### config.mk
export PLATFORM = sky130hd
export DESIGN_NAME = eth_dma_wbuf
export DESIGN_NICKNAME = d
export VERILOG_FILES = /design/src/rtl/eth_dma_wbuf.sv
export SDC_FILE = /design/constraint.sdc
export NUM_CORES = 1
export LEC_CHECK = 0
export BUFFER_PORTS_ARGS = -buffer_cell sky130_fd_sc_hd__buf_4
export CORE_ASPECT_RATIO = 1.4
export CORE_MARGIN = 4
export CORE_UTILIZATION = 30
export DETAILED_ROUTE_END_ITERATION = 8
export PLACE_DENSITY_LB_ADDON = 0.3
export REMOVE_ABC_BUFFERS = 1
export SLEW_MARGIN = 15
export SYNTH_ARGS = -nofsm -noshare
export SYNTH_HDL_FRONTEND = slang
export SYNTH_SLANG_ARGS = --single-unit
### constraint.sdc
create_clock -name clk -period 4.15 [get_ports clk]
set_input_delay 0.6225 -clock clk [delete_from_list [all_inputs] [get_ports clk]]
set_output_delay 0.6225 -clock clk [all_outputs]
set_load 0.05 [all_outputs]
### src/rtl/eth_dma_wbuf.sv
// Posted-write buffer between a MAC DMA port and an Avalon-MM master.
// Writes are acknowledged into a FIFO; reads wait for the FIFO to drain first.
module eth_dma_wbuf #(
   parameter int DEPTH = 4
) (
   input  logic        clk,
   input  logic        reset_n,
   input  logic [31:0] s_address,
   input  logic [3:0]  s_byteenable,
   input  logic        s_we,
   input  logic        s_stb,
   input  logic [31:0] s_writedata,
   output logic [31:0] s_readdata,
   output logic        s_ack,
   output logic [31:0] m_address,
   output logic [3:0]  m_byteenable,
   output logic        m_read,
   output logic        m_write,
   output logic [31:0] m_writedata,
   input  logic [31:0] m_readdata,
   input  logic        m_waitrequest,
   output logic        wbuf_empty
);

   localparam int PW = $clog2(DEPTH);
   localparam int CW = PW + 1;
   localparam logic [CW-1:0] DEPTH_C = CW'(DEPTH);
   localparam logic [CW-1:0] ONE_C   = CW'(1);

   typedef enum logic [1:0] {IDLE, DRAIN, READ, RACK} state_t;

   state_t         state, state_nxt;
   logic [31:0]    fifo_addr [DEPTH];
   logic [3:0]     fifo_be   [DEPTH];
   logic [31:0]    fifo_data [DEPTH];
   logic [PW-1:0]  wr_ptr, rd_ptr;
   logic [CW-1:0]  count;
   logic [31:0]    rd_addr;
   logic [3:0]     rd_be;
   logic           new_req, push, pop, last_pop, start_read;

   // A strobe seen while s_ack is high belongs to the transfer just acknowledged.
   assign new_req    = s_stb & ~s_ack;
   assign push       = new_req & s_we & (state == IDLE) & (count < DEPTH_C);
   assign start_read = new_req & ~s_we & (state == IDLE);
   assign m_write    = (count != '0) & ((state == IDLE) | (state == DRAIN));
   assign m_read     = (state == READ);
   assign pop        = m_write & ~m_waitrequest;
   assign last_pop   = pop & (count == ONE_C);
   assign wbuf_empty = (count == '0);

   // Outputs derive only from registered state, so they hold under waitrequest.
   assign m_address    = m_read ? rd_addr : fifo_addr[rd_ptr];
   assign m_byteenable = m_read ? rd_be   : fifo_be[rd_ptr];
   assign m_writedata  = fifo_data[rd_ptr];

   always_comb begin
      state_nxt = state;
      case (state)
         IDLE:  if (start_read) state_nxt = (count == '0) ? READ : DRAIN;
         DRAIN: if (last_pop || count == '0) state_nxt = READ;
         READ:  if (!m_waitrequest) state_nxt = RACK;
         RACK:  state_nxt = IDLE;
         default: state_nxt = IDLE;
      endcase
   end

   always_ff @(posedge clk or negedge reset_n) begin
      if (!reset_n) begin
         state      <= IDLE;
         wr_ptr     <= '0;
         rd_ptr     <= '0;
         count      <= '0;
         s_ack      <= 1'b0;
         s_readdata <= '0;
         rd_addr    <= '0;
         rd_be      <= '0;
      end else begin
         state <= state_nxt;
         s_ack <= push | (m_read & ~m_waitrequest);
         if (push) wr_ptr <= wr_ptr + 1'b1;
         if (pop)  rd_ptr <= rd_ptr + 1'b1;
         if (push && !pop)      count <= count + 1'b1;
         else if (pop && !push) count <= count - 1'b1;
         if (start_read) begin
            rd_addr <= s_address;
            rd_be   <= s_byteenable;
         end
         if (m_read && !m_waitrequest) s_readdata <= m_readdata;
      end
   end

   // Storage carries no reset; only the pointers and count define validity.
   always_ff @(posedge clk) begin
      if (push) begin
         fifo_addr[wr_ptr] <= s_address;
         fifo_be[wr_ptr]   <= s_byteenable;
         fifo_data[wr_ptr] <= s_writedata;
      end
   end

endmodule

# [Yosys cells after proc, flatten, opt, wreduce, memory -nomap -nowiden]
# Memory sizes are Yosys's and may differ from the RTL's.
# Index checks and enable logic that the tools add are counted.
[op_classes] n_bitwise=15 magnitude_cmp=1 add_sub_neg=4 muxes=11 eq_ne=7 reduce_logical=12
[op_table] cell="$mux 32" count=1
[op_table] cell="$and 1x1->1" count=10
[op_table] cell="$mux 2" count=4
[op_table] cell="$pmux 2 s4" count=1
[op_table] cell="$mux 3" count=2
[op_table] cell="$add 2x1->2 const B" count=2
[op_table] cell="$eq 2x2->1 const B" count=2
[op_table] cell="$mux 4" count=1
[op_table] cell="$ne 2x2->1 const B" count=2
[op_table] cell="$add 3x1->3 const B" count=1
[op_table] cell="$eq 3x1->1 const B" count=1
[op_table] cell="$logic_and 1x1->1" count=3
[op_table] cell="$logic_not 1->1" count=3
[op_table] cell="$logic_not 3->1" count=1
[op_table] cell="$lt 3x3->1 const B" count=1
[op_table] cell="$not 1->1" count=3
[op_table] cell="$reduce_and 3->1" count=1
[op_table] cell="$reduce_bool 3->1" count=1
[op_table] cell="$sub 3x1->3 const B" count=1
[op_table] cell="$eq 2x1->1 const B" count=1
[op_table] cell="$logic_not 2->1" count=1
[op_table] cell="$mux 1" count=2
[op_table] cell="$ne 2x1->1 const B" count=1
[op_table] cell="$or 1x1->1" count=2
[op_table] cell="other kinds (2)" count=2
[word_totals] mem_count=3 ff_bits=78 mem_bits_rw=272
[memory_table] memory="fifo_addr" depth=4 width=32 rd=1 rd_clocked_by_memory_dff=0 write_ports=1 line="33" source="logic [31:0] fifo_addr [DEPTH];"
[memory_table] memory="fifo_data" depth=4 width=32 rd=1 rd_clocked_by_memory_dff=0 write_ports=1 line="35" source="logic [31:0] fifo_data [DEPTH];"
[memory_table] memory="fifo_be" depth=4 width=4 rd=1 rd_clocked_by_memory_dff=0 write_ports=1 line="34" source="logic [3:0] fifo_be [DEPTH];"

# [Depth between registers and ports, before layout]
[depth] depth_word=9 depth_mapped=9 depth_no_buf=9

# [Worst setup path before layout]
# Ideal clock, no wire load.
[synth_path] kind="register to register" from="register s_ack" to="memory fifo_addr[0][0] (enable)" arrival_ns=2.883 setup_slack_ns=0.834 path_buffers=0 required_time_ns=3.717 setup_time_ns=0.433 path_stages_with_launch=4 path_cell_list="dfrtp_1 -> nand3b_1 -> nor3b_2 -> and2_1"
[synth_via] elab_chain_len=7
[synth_rtl] item="start, declared" line="14" source="output logic s_ack,"
[synth_rtl] item="start signal, assigned" line="80" source="s_ack <= push | (m_read & ~m_waitrequest);"
[synth_rtl] item="$not 1->1" line="43" source="assign new_req = s_stb & ~s_ack;"
[synth_rtl] item="$and 1x1->1" line="43"
[synth_rtl] item="$and 1x1->1 (3 in a row)" line="44" source="assign push = new_req & s_we & (state == IDLE) & (count < DEPTH_C);"
[synth_rtl] item="named net push" line="40" source="logic new_req, push, pop, last_pop, start_read;"
[synth_rtl] item="$mux 1" line="95" source="if (push) begin"
[synth_rtl] item="$mux 1 (implied by the code)" line="96" source="fifo_addr[wr_ptr] <= s_address;"
[synth_rtl] item="end, declared" line="33"
# The timed path passes the listed nets, and every way through them passes these cells.

# [Worst setup path after layout]
[layout_path] from="register rd_ptr[0]" to="output m_address[2]"
[layout_via] elab_chain_len=2
[layout_rtl] item="start, declared" line="36" source="logic [PW-1:0] wr_ptr, rd_ptr;"
[layout_rtl] item="start signal, assigned" line="82" source="if (pop) rd_ptr <= rd_ptr + 1'b1;"
[layout_rtl] item="$mem_v2 4x32"
[layout_rtl] item="$mux 32" line="53" source="assign m_address = m_read ? rd_addr : fifo_addr[rd_ptr];"
[layout_rtl] item="end, declared" line="15" source="output logic [31:0] m_address,"
# No other way between the ends.

==> impl_metrics.csv <==
group,metric,value,unit
sta,period_minus_slack,3260,ps
critical_path,crit_chain,"buf_12 -> mux4_2 -> mux2_2 -> buf_4",
clock_tree,clock-root-buffer,"clkbuf_16",
clock_tree,cts-resized-gates,0,
critical_path,startpoint_type,"flop",
finish,nNetsFinal,953,
logic_synthesis,syn_avg_cell_area,22.2,um^2
clock_tree,cts_setup_buffers,0,
critical_path,path_buf_inv,2,
detailed_routing,drt_first_pass_iters,6,
critical_path,cp.required,3530,ps
detailed_routing,vias_per_cell,4.58,
finish,final_common_cell,"edfxtp_1",
critical_path,cp.arrival,2640,ps
logic_synthesis,synth_area,13400,um^2
placement,dp_hpwl,18300,um
sta,maxSlewHeadroom,0.460,
sta,finalClockSkew,15.1,ps
power,p_leak,0.00607,uW
finish,antenna_cells,0,
status,status,"complete, no violations",
placement,routabilityCongestion,0.667,
global_routing,track_usage,0.119,
finish,drive_gt1_frac,0.528,
placement,io_buffer_count,208,
logic_synthesis,yosysWarnings,0,
placement,placed_cells,1354,
finish,final_cells,1424,
sta,hold_slack,195,ps
global_routing,busiest_layer,"met2",
clock_tree,clk_latency,520,ps
finish,area_growth,25.7,%
die,io_pins,209,
clock_tree,cts_buffer_depth,3,
power,vdd_drop_max,0.481,mV
detailed_routing,finalWirelength,28500,um
die,row_count,91,
die,fp.dieH,258,um
logic_synthesis,yosys-top-cells-area,"edfxtp_1, dfrtp_1, mux4_2",
critical_path,rrSetupSlack,1330,ps
clock_tree,htreeDepth,2,
logic_synthesis,synth_top_area_share,0.608,
die,start_util,0.304,
global_routing,grt_pass1_vias,7526,
finish,layout_common_cells,"edfxtp_1, buf_4, mux2_2, dfrtp_1, mux4_2",
power,cellPowerDensity,797,nW/um^2
critical_path,path_max_fanout,29,
critical_path,cp_top_family,"multiplexers",
clock_tree,worst_setup_hold_path_clk_slew,60,ps
global_routing,grt_pass1_wl,44600,um
global_routing,antenna_found_initial,0,
sta,grt_setup_unrepaired,"no",
placement,place_area,15700,um^2
sta,max_freq,307,MHz
hold_path,hold_class,"in2async",
global_routing,grt_util_met3,0.0358,
sta,fin_crit_sh,0.786,
logic_synthesis,yosysSeqAreaShare,0.754,
global_routing,overflow,0,
critical_path,end_kind,"output pin",
die,die-area,48300,um^2
sta,max_slew.worst_pin.slew,810,ps
global_routing,use_met1,0.135,
global_routing,grt_max_degree,55,
detailed_routing,drtIter0Drc,296,
global_routing,grt_use_met2,0.217,
clock_tree,cts_inserted_buffers,38,
critical_path,crit_type,"reg2out",
sta,hold_viol,0,
clock_tree,cts_tree,"built",
power,power,13500,uW
finish,design_area,16900,um^2
logic_synthesis,synth-seq-cells,350,
detailed_routing,drc,0,
detailed_routing,avgRoutedWirePerCell,20.0,um
run,cap_violations,0,
detailed_routing,vias,6524,
clock_tree,clkSinkCount,350,
die,die_w,187,um
sta,slew_viol_final,0,
logic_synthesis,syn_inst,604,
logic_synthesis,yosys.area.top_type,"edfxtp_1",
clock_tree,cts_hold_buffers,0,
logic_synthesis,synth_cell_types,28,
sta,setup_viol,0,
critical_path,critPathMaxStageDelay,750,ps
die,core,44200,um^2
detailed_routing,ant_nets,0,
critical_path,critPathSlowestCell,"dfrtp_4",
## metrics by stage
step | setup WS (ps) | TNS, ps | util
2_1_floorplan | -261 | -10480 | -
3_3_place_gp | 1290 | 0 | 0.355
3_5_place_dp | 1270 | 0 | 0.355
4_1_cts | 759 | 0 | 0.382
5_1_grt | 688 | 0 | 0.382
6_report | 888 | 0 | 0.382
## kinds of logic (layout without fill, tap and decap cells)
group                    Yosys count  after routing  share of synthesized area
flip-flops                       350            350                      0.754
multiplexers                     175            175                      0.204
buffers and inverters             35            297                     0.0156
AND/OR/NAND/NOR                   21             21                    0.00950
adder cells (fa/ha/maj)           12             12                     0.0112
XOR/XNOR                           6              6                    0.00391
AO/OA/AOI/OAI                      5              5                    0.00224
## Yosys cell counts (all sizes together)
| cell type | count |
|---|---|
| buf | 20 |
| clkbuf | 7 |
| or2 | 1 |
| mux2i | 2 |
| nor3 | 1 |
| nor2b | 2 |
| or3b | 1 |
| mux4 | 68 |
| edfxtp | 272 |
| a221o | 1 |
| o21ai | 4 |
| xnor2 | 3 |
| mux2 | 105 |
| nand3b | 1 |
| nand2 | 4 |
| nor2 | 4 |
| and2 | 4 |
| inv | 8 |
| dfrtp | 78 |
| ha | 12 |
| nor3b | 3 |
| xor2 | 3 |
## state kept, by name (all words and copies together), names as in the netlist, 2 cells and up
register,count
rd_ptr,2
fifo_data,128
fifo_addr,128
fifo_be,16
wr_ptr,2
rd_addr,32
state,2
rd_be,4
count,3
s_readdata,32
## power by group
group | internal (uW) | leakage [uW] | switching, uW
Sequential | 4280 | 0.00338 | 399
Combinational | 2130 | 0.00213 | 3410
Clock | 1870 | 0.000569 | 1340
## per-layer routing
metal | up-vias | wire length, um
met5 | - | 0
met3 | 35 | 1760
met2 | 197 | 15100
met1 | 3396 | 11100
li1 | 2896 | -
met4 | 0 | 549
## final timing paths
check / start / cells past startpoint / endpoint
max in group asynchronous: reset_n / 2 / s_readdata[8]
worst min-delay path: reset_n / 1 / s_readdata[13]
min in group clk: s_writedata[24] / 1 / fifo_data[0][24]
worst max register to register: state[0] / 6 / fifo_data[0][2]
worst min register to register: rd_be[2] / 1 / rd_be[2]
worst max-delay path: rd_ptr[0] / 4 / m_address[2]
## layout make-up
cell class	instances	area, um^2
clock buffer	51	1060
clock inverter	19	134
fill	4114	27300
inverter	8	30.0
multi-input combinational	219	3120
sequential	350	10100
tap	558	698
timing repair buffer	219	1710
Note: power is estimated with default switching activity, not from simulation.
